--- config.mk ---
export PLATFORM = sky130hd
export DESIGN_NAME = param_mux_scanner
export DESIGN_NICKNAME = d
export VERILOG_FILES = /design/src/rtl/param_mux_scanner.sv
export SDC_FILE = /design/constraint.sdc
export NUM_CORES = 1
export LEC_CHECK = 0
export BUFFER_PORTS_ARGS = -buffer_cell sky130_fd_sc_hd__buf_2
export CAP_MARGIN = 5
export CORE_UTILIZATION = 50
export CTS_CLUSTER_SIZE = 40
export DETAILED_ROUTE_END_ITERATION = 10
export PLACE_DENSITY_LB_ADDON = 0.15
export SLEW_MARGIN = 20
export SYNTH_ARGS = -nofsm -noshare
export SYNTH_HDL_FRONTEND = slang
export SYNTH_SLANG_ARGS = --single-unit
--- constraint.sdc ---
create_clock -name clk -period 1.78 [get_ports clk]
set_clock_uncertainty 0.1 [all_clocks]
set_input_delay 0.178 -clock clk [delete_from_list [all_inputs] [get_ports clk]]
set_output_delay 0.178 -clock clk [all_outputs]
set_load 0.005 [all_outputs]
--- src/rtl/param_mux_scanner.sv ---
// Registered N-channel data mux with manual select and auto-scan stepping.
// Optional feature: define SCAN_MASK_EN to add the ch_mask port and skip disabled channels in scan.
module param_mux_scanner #(
  parameter int CH_N    = 4,
  parameter int DW      = 1,
  parameter int SEL_W   = $clog2(CH_N),
  parameter int DWELL_W = 8
) (
  input  logic                 clk,
  input  logic                 rst,
  input  logic [CH_N*DW-1:0]   din,
  input  logic [SEL_W-1:0]     sel,
  input  logic                 mode,
  input  logic [DWELL_W-1:0]   dwell,
  input  logic                 hold,
`ifdef SCAN_MASK_EN
  input  logic [CH_N-1:0]      ch_mask,
`endif
  output logic [DW-1:0]        dout,
  output logic [SEL_W-1:0]     ch_out,
  output logic                 ch_chg,
  output logic                 wrap
);

  localparam int CH_PAD = 1 << SEL_W;

  typedef enum logic {MANUAL = 1'b0, SCAN = 1'b1} state_t;

  state_t             state;
  logic [SEL_W-1:0]   ch_cur;
  logic [DWELL_W-1:0] cnt;
  logic [DW-1:0]      dout_p1;
  logic               ch_chg_p1;
  logic               wrap_p1;

  logic [DW-1:0]      ch_data_p0 [CH_PAD];
  logic [CH_N-1:0]    scan_mask;
  logic               sel_ok;
  logic               adv_ok;
  logic [SEL_W-1:0]   adv_ch;
  logic [SEL_W-1:0]   cand;

`ifdef SCAN_MASK_EN
  assign scan_mask = ch_mask;
`else
  assign scan_mask = '1;
`endif

  // Unpack channels; padding entries cover index codes above CH_N-1.
  always_comb begin
    for (int i = 0; i < CH_PAD; i++) ch_data_p0[i] = '0;
    for (int i = 0; i < CH_N; i++)   ch_data_p0[i] = din[i*DW +: DW];
  end

  assign sel_ok = (32'(sel) < 32'(CH_N));

  // Nearest enabled channel after ch_cur, searching cyclically; lands on
  // ch_cur itself only when it is the sole enabled channel.
  always_comb begin
    adv_ok = 1'b0;
    adv_ch = ch_cur;
    cand   = ch_cur;
    for (int k = CH_N; k >= 1; k--) begin
      cand = SEL_W'((32'(ch_cur) + 32'(k)) % 32'(CH_N));
      if (scan_mask[cand]) begin
        adv_ok = 1'b1;
        adv_ch = cand;
      end
    end
  end

  always_ff @(posedge clk or posedge rst) begin
    if (rst) begin
      state     <= MANUAL;
      ch_cur    <= '0;
      cnt       <= '0;
      dout_p1   <= '0;
      ch_chg_p1 <= 1'b0;
      wrap_p1   <= 1'b0;
    end else if (hold) begin
      ch_chg_p1 <= 1'b0;
      wrap_p1   <= 1'b0;
    end else begin
      // Stage p0 -> p1: data sampled with the channel in force before this edge.
      dout_p1   <= ch_data_p0[ch_cur];
      state     <= mode ? SCAN : MANUAL;
      ch_chg_p1 <= 1'b0;
      wrap_p1   <= 1'b0;
      if (!mode) begin
        cnt <= '0;
        if (sel_ok && (sel != ch_cur)) begin
          ch_cur    <= sel;
          ch_chg_p1 <= 1'b1;
        end
      end else if (state == MANUAL) begin
        cnt <= '0;
      end else if (cnt == dwell) begin
        cnt <= '0;
        if (adv_ok) begin
          ch_cur    <= adv_ch;
          ch_chg_p1 <= (adv_ch != ch_cur);
          wrap_p1   <= (adv_ch <= ch_cur);
        end
      end else begin
        cnt <= cnt + 1'b1;
      end
    end
  end

  assign dout   = dout_p1;
  assign ch_out = ch_cur;
  assign ch_chg = ch_chg_p1;
  assign wrap   = wrap_p1;

endmodule

# Yosys cells after proc, flatten, opt, wreduce, memory -nomap -nowiden

Cells that the tools add are included.
W data, S select, Z words.

Register bits after elaboration: 14
Output and inout bits: 5
Word-level logic and storage cells: 66

$add $sub $neg: 5
$lt $le $gt $ge: 6
Equal/unequal tests: 6
Muxes and demuxes: 39
Bitwise gates (word level): 2
Reductions and logical operators: 2

Operators with widths:

| cell                  | count |
|---|---|
| $mux W8               | 3 |
| $mux W1               | 22 |
| $mux W2               | 9 |
| $lt A2 B3 Y1 const B  | 4 |
| $bmux W1 S2           | 5 |
| $add A8 B1 Y8 const B | 1 |
| $eq A8 B8 Y1          | 1 |
| $ne A2 B1 Y1 const B  | 3 |
| $reduce_and A5 Y1     | 1 |
| $add A2 B1 Y2 const B | 2 |
| $add A2 B2 Y2 const B | 2 |
| $ne A2 B2 Y1          | 2 |
| $ge A3 B3 Y1 const B  | 1 |
| $not A2 Y3            | 1 |
| $le A2 B2 Y1          | 1 |
| $reduce_bool A2 Y1    | 1 |
| $not A1 Y1            | 1 |

# Longest topological paths before layout

Word-level depth: 13
Gate-level depth with buffers: 5

# Worst setup path before layout

Ideal clock, no wire load.

Kind: reg-to-reg
Start point: reg cnt[3]
End point: reg ch_chg_p1 (netlist: ch_chg)
Library setup time: 66 ps
Arrival time: 1380 ps
Required time: 1614 ps
Path slack: 234 ps
Stages on the path, launching flop included: 6
Buffers on the path: 0
Period minus slack after synthesis: 1546 ps
Path through: dfrtp_1 xor2_1 nor4_2 nand2_2 a21oi_2 o31a_1

Word-level cells in the longest chain between the ends: 5

RTL lines:

| item                     | line | text |
|---|---|---|
| start: declaration       | 31   | `logic [DWELL_W-1:0] cnt;` |
| start signal: assignment | 105  | `cnt <= cnt + 1'b1;` |
| $eq A8 B8 Y1             | 97   | `end else if (cnt == dwell) begin` |
| $mux W1                  | 97   |  |
| $mux W1                  | 95   | `end else if (state == MANUAL) begin` |
| $mux W1                  | 89   | `if (!mode) begin` |
| $mux W1                  | 80   | `end else if (hold) begin` |
| end signal: assignment   | 101  | `ch_chg_p1 <= (adv_ch != ch_cur);` |
| end: declaration         | 33   | `logic ch_chg_p1;` |

Every way passes these cells.
A chain may end at the register's enable or synchronous reset.

# Worst setup path after layout

Start point: reg cnt[1]
End point: reg wrap_p1 (netlist: wrap)

Word-level cells in the longest chain between the ends: 5

RTL lines:

| item                   | line | text |
|---|---|---|
| $eq A8 B8 Y1           | 97   |  |
| $mux W1                | 97   |  |
| $mux W1                | 95   |  |
| $mux W1                | 89   |  |
| $mux W1                | 80   |  |
| end signal: assignment | 102  | `wrap_p1 <= (adv_ch <= ch_cur);` |
| end: declaration       | 34   | `logic wrap_p1;` |

Every way passes these cells.

==> metrics.yaml <==
required_ns: 1.84
ioPinCount: 23
grt_pass1_vias: 646
clock_sinks: 14
crit_path_start_kind: "flop"
fin_util: 0.688
grt.total_usage: 0.210
synth_edf_count: 0
placed_cells: 119
crit_arrival_ns: 1.75
ys_ff_latch: 14
cp_slowest_cell: "dfrtp_2"
grt-ovfl-total: 0
path_cells: "xor2_2 > nor4_4 > nand2_2 > nor4_1"
synth_top_cells_by_count: "14 x dfrtp_1, 11 x xor2_1, 7 x nand2_1, 6 x inv_1, 5 x nor2_1"
cts_buffers: 3
min_path_type: "input pin to flop"
netlist_area_um2: 838
status: "complete, no violations"
clock_latency_ns: 0.27
hp-start: "sel[1]"
grt_pass1_wl_mm: 2.84
worst_pin_slew_ns: 0.532
holdWs_ns: 0.119
tns_ns: 0
synth_fp_nets: 102
antenna_left: 0
cpPeakStageDelay_ns: 0.45
worst-setup-path-type: "flop to flop"
p_leak_uw: 0.000513
synthFlopType: "dfrtp_1"
clock.fmax_mhz: 594
end_kind: "flop"
diodes: 0
dp_hpwl_mm: 1.25
synth_top_area_frac: 0.418
fin_cells: 125
htree_levels: 1
rows: 14
fin_crit_ns: 1.68
ys_seq_area_frac: 0.418
nets: 131
area_growth_pct: 26.4
drc: 0
cts_tree: "built"
synth.avg_cell_area_um2: 10.2
setup_viol: 0
maxSlewViolCount: 0
synth_area_leaders: "dfrtp_1 42%, xor2_1 11%, nand2_1 3.1%, xnor2_1 3.1%, ha_1 3.0%"
grt_max_degree: 17
drive_gt1_frac: 0.385
dr.pass1.iters: 4
irDropWorstVdd_mv: 0.488
vias: 695
crit_path_start: "cnt[1]"
async_reset_ff_frac: 1.00
antenna_found_initial: 0
coreArea_um2: 1540
cts_root_buffer: "clkbuf_4"
initial_core_util: 0.544
drt-total-wl_mm: 1.71
cap_violations: 0
power.total_uw: 703
synth_cell_types: 31
routabilityCongestion: 0.833
relSlewSlack: 0.645
syn_inst: 82
hold_viol_final: 0
finalCritPeriodShare: 0.946
rsz0062_at_grt: "yes"
cts.path.max_buffers: 2
vias_per_cell: 5.56
drt_iter0_drc: 15
wl_per_cell_um: 13.7
r2r_start: "cnt[1]"
die_area_um2: 1840
critPathMaxFanout: 5
numPortBuffers: 22
synth_warnings: 0
yosysMostFrequentCell: "dfrtp_1"
yosysTopAreaCell: "dfrtp_1"
power_density_nw_per_um2: 664
die_x_um: 42.9
path_clk_slew_ns: 0.08
die_y_um: 42.9
[cells by family after synthesis]
family / synth area share
compound gates: 0.124
mux: 0.0657
buf+inv: 0.0358
simple gates: 0.181
flops: 0.418
xor+xnor: 0.146
fa+ha+maj: 0.0298
[flip-flops by register name (all words and copies together), names as in the netlist]
register,flops
cnt,8
ch_out,2
ch_chg,1
dout,1
state,1
wrap,1
[cells in the final DEF, fill, tap and decap left out, drive strengths merged, types with 2 or more instances in the layout]
cell type	instances
a21oi	3
buf	24
clkbuf	3
dfrtp	14
ha	2
inv	6
mux2	2
nand2	9
nand3	3
nor2	5
nor4	3
o21ai	3
o22ai	2
or2	2
xnor2	3
xor2	11
[final cells by class]
class / count / area, um2
Tap cell: 16 / 20.0
Sequential cell: 14 / 352
Clock buffer: 3 / 22.5
Timing Repair Buffer: 25 / 135
Multi-Input combinational cell: 61 / 508
Fill cell: 122 / 482
Inverter: 6 / 22.5
[timing repair]
action | 4_1_cts | 5_1_grt
gates resized for setup | 0 | 7
hold buffers | 1 | 0
endpoints found under the hold margin | 14 | 0
setup buffers | 0 | 1
endpoints found under the setup margin | 0 | 10
[metrics by stage]
stage / setup slack (ns) / area [um2]
2_1_floorplan: 0.234 / 838
3_3_place_gp: 0.123 / 968
3_5_place_dp: 0.0416 / 968
4_1_cts: 0.0205 / 1000
5_1_grt: -0.0429 / 1060
6_report: 0.0960 / 1060
[path summary, 6_finish.rpt]
| kind | endpoint | slack (ns) | depth (start not counted) |
|---|---|---|---|
| min in group asynchronous | dout | 0.38 | 3 |
| max in group asynchronous | cnt[1] | 0.82 | 3 |
| max | wrap | 0.1 | 4 |
| min | ch_out[1] | 0.12 | 3 |
| min reg2reg | dout | 0.41 | 1 |
| max reg2reg | wrap | 0.1 | 4 |
[critical path, delay by kind of cell (launching register included)]
family,cells,cell delay (ns)
xor gates and xnor gates,1,0.17
DFF,1,0.45
and+or+nand+nor,3,0.85
[power by group]
part | total [uW] | switching (uW) | internal [uW]
clock | 174 | 96.1 | 78.3
sequential | 361 | 22.1 | 339
combinational | 168 | 81.5 | 86.1
[layer usage]
metal,global-route usage,part of all wire
met4,0.0727,0.0059
met2,0.315,0.48
met1,0.306,0.47
met3,0.0383,0.045
met5,0,0
Note: power is estimated with default switching activity, not from simulation.
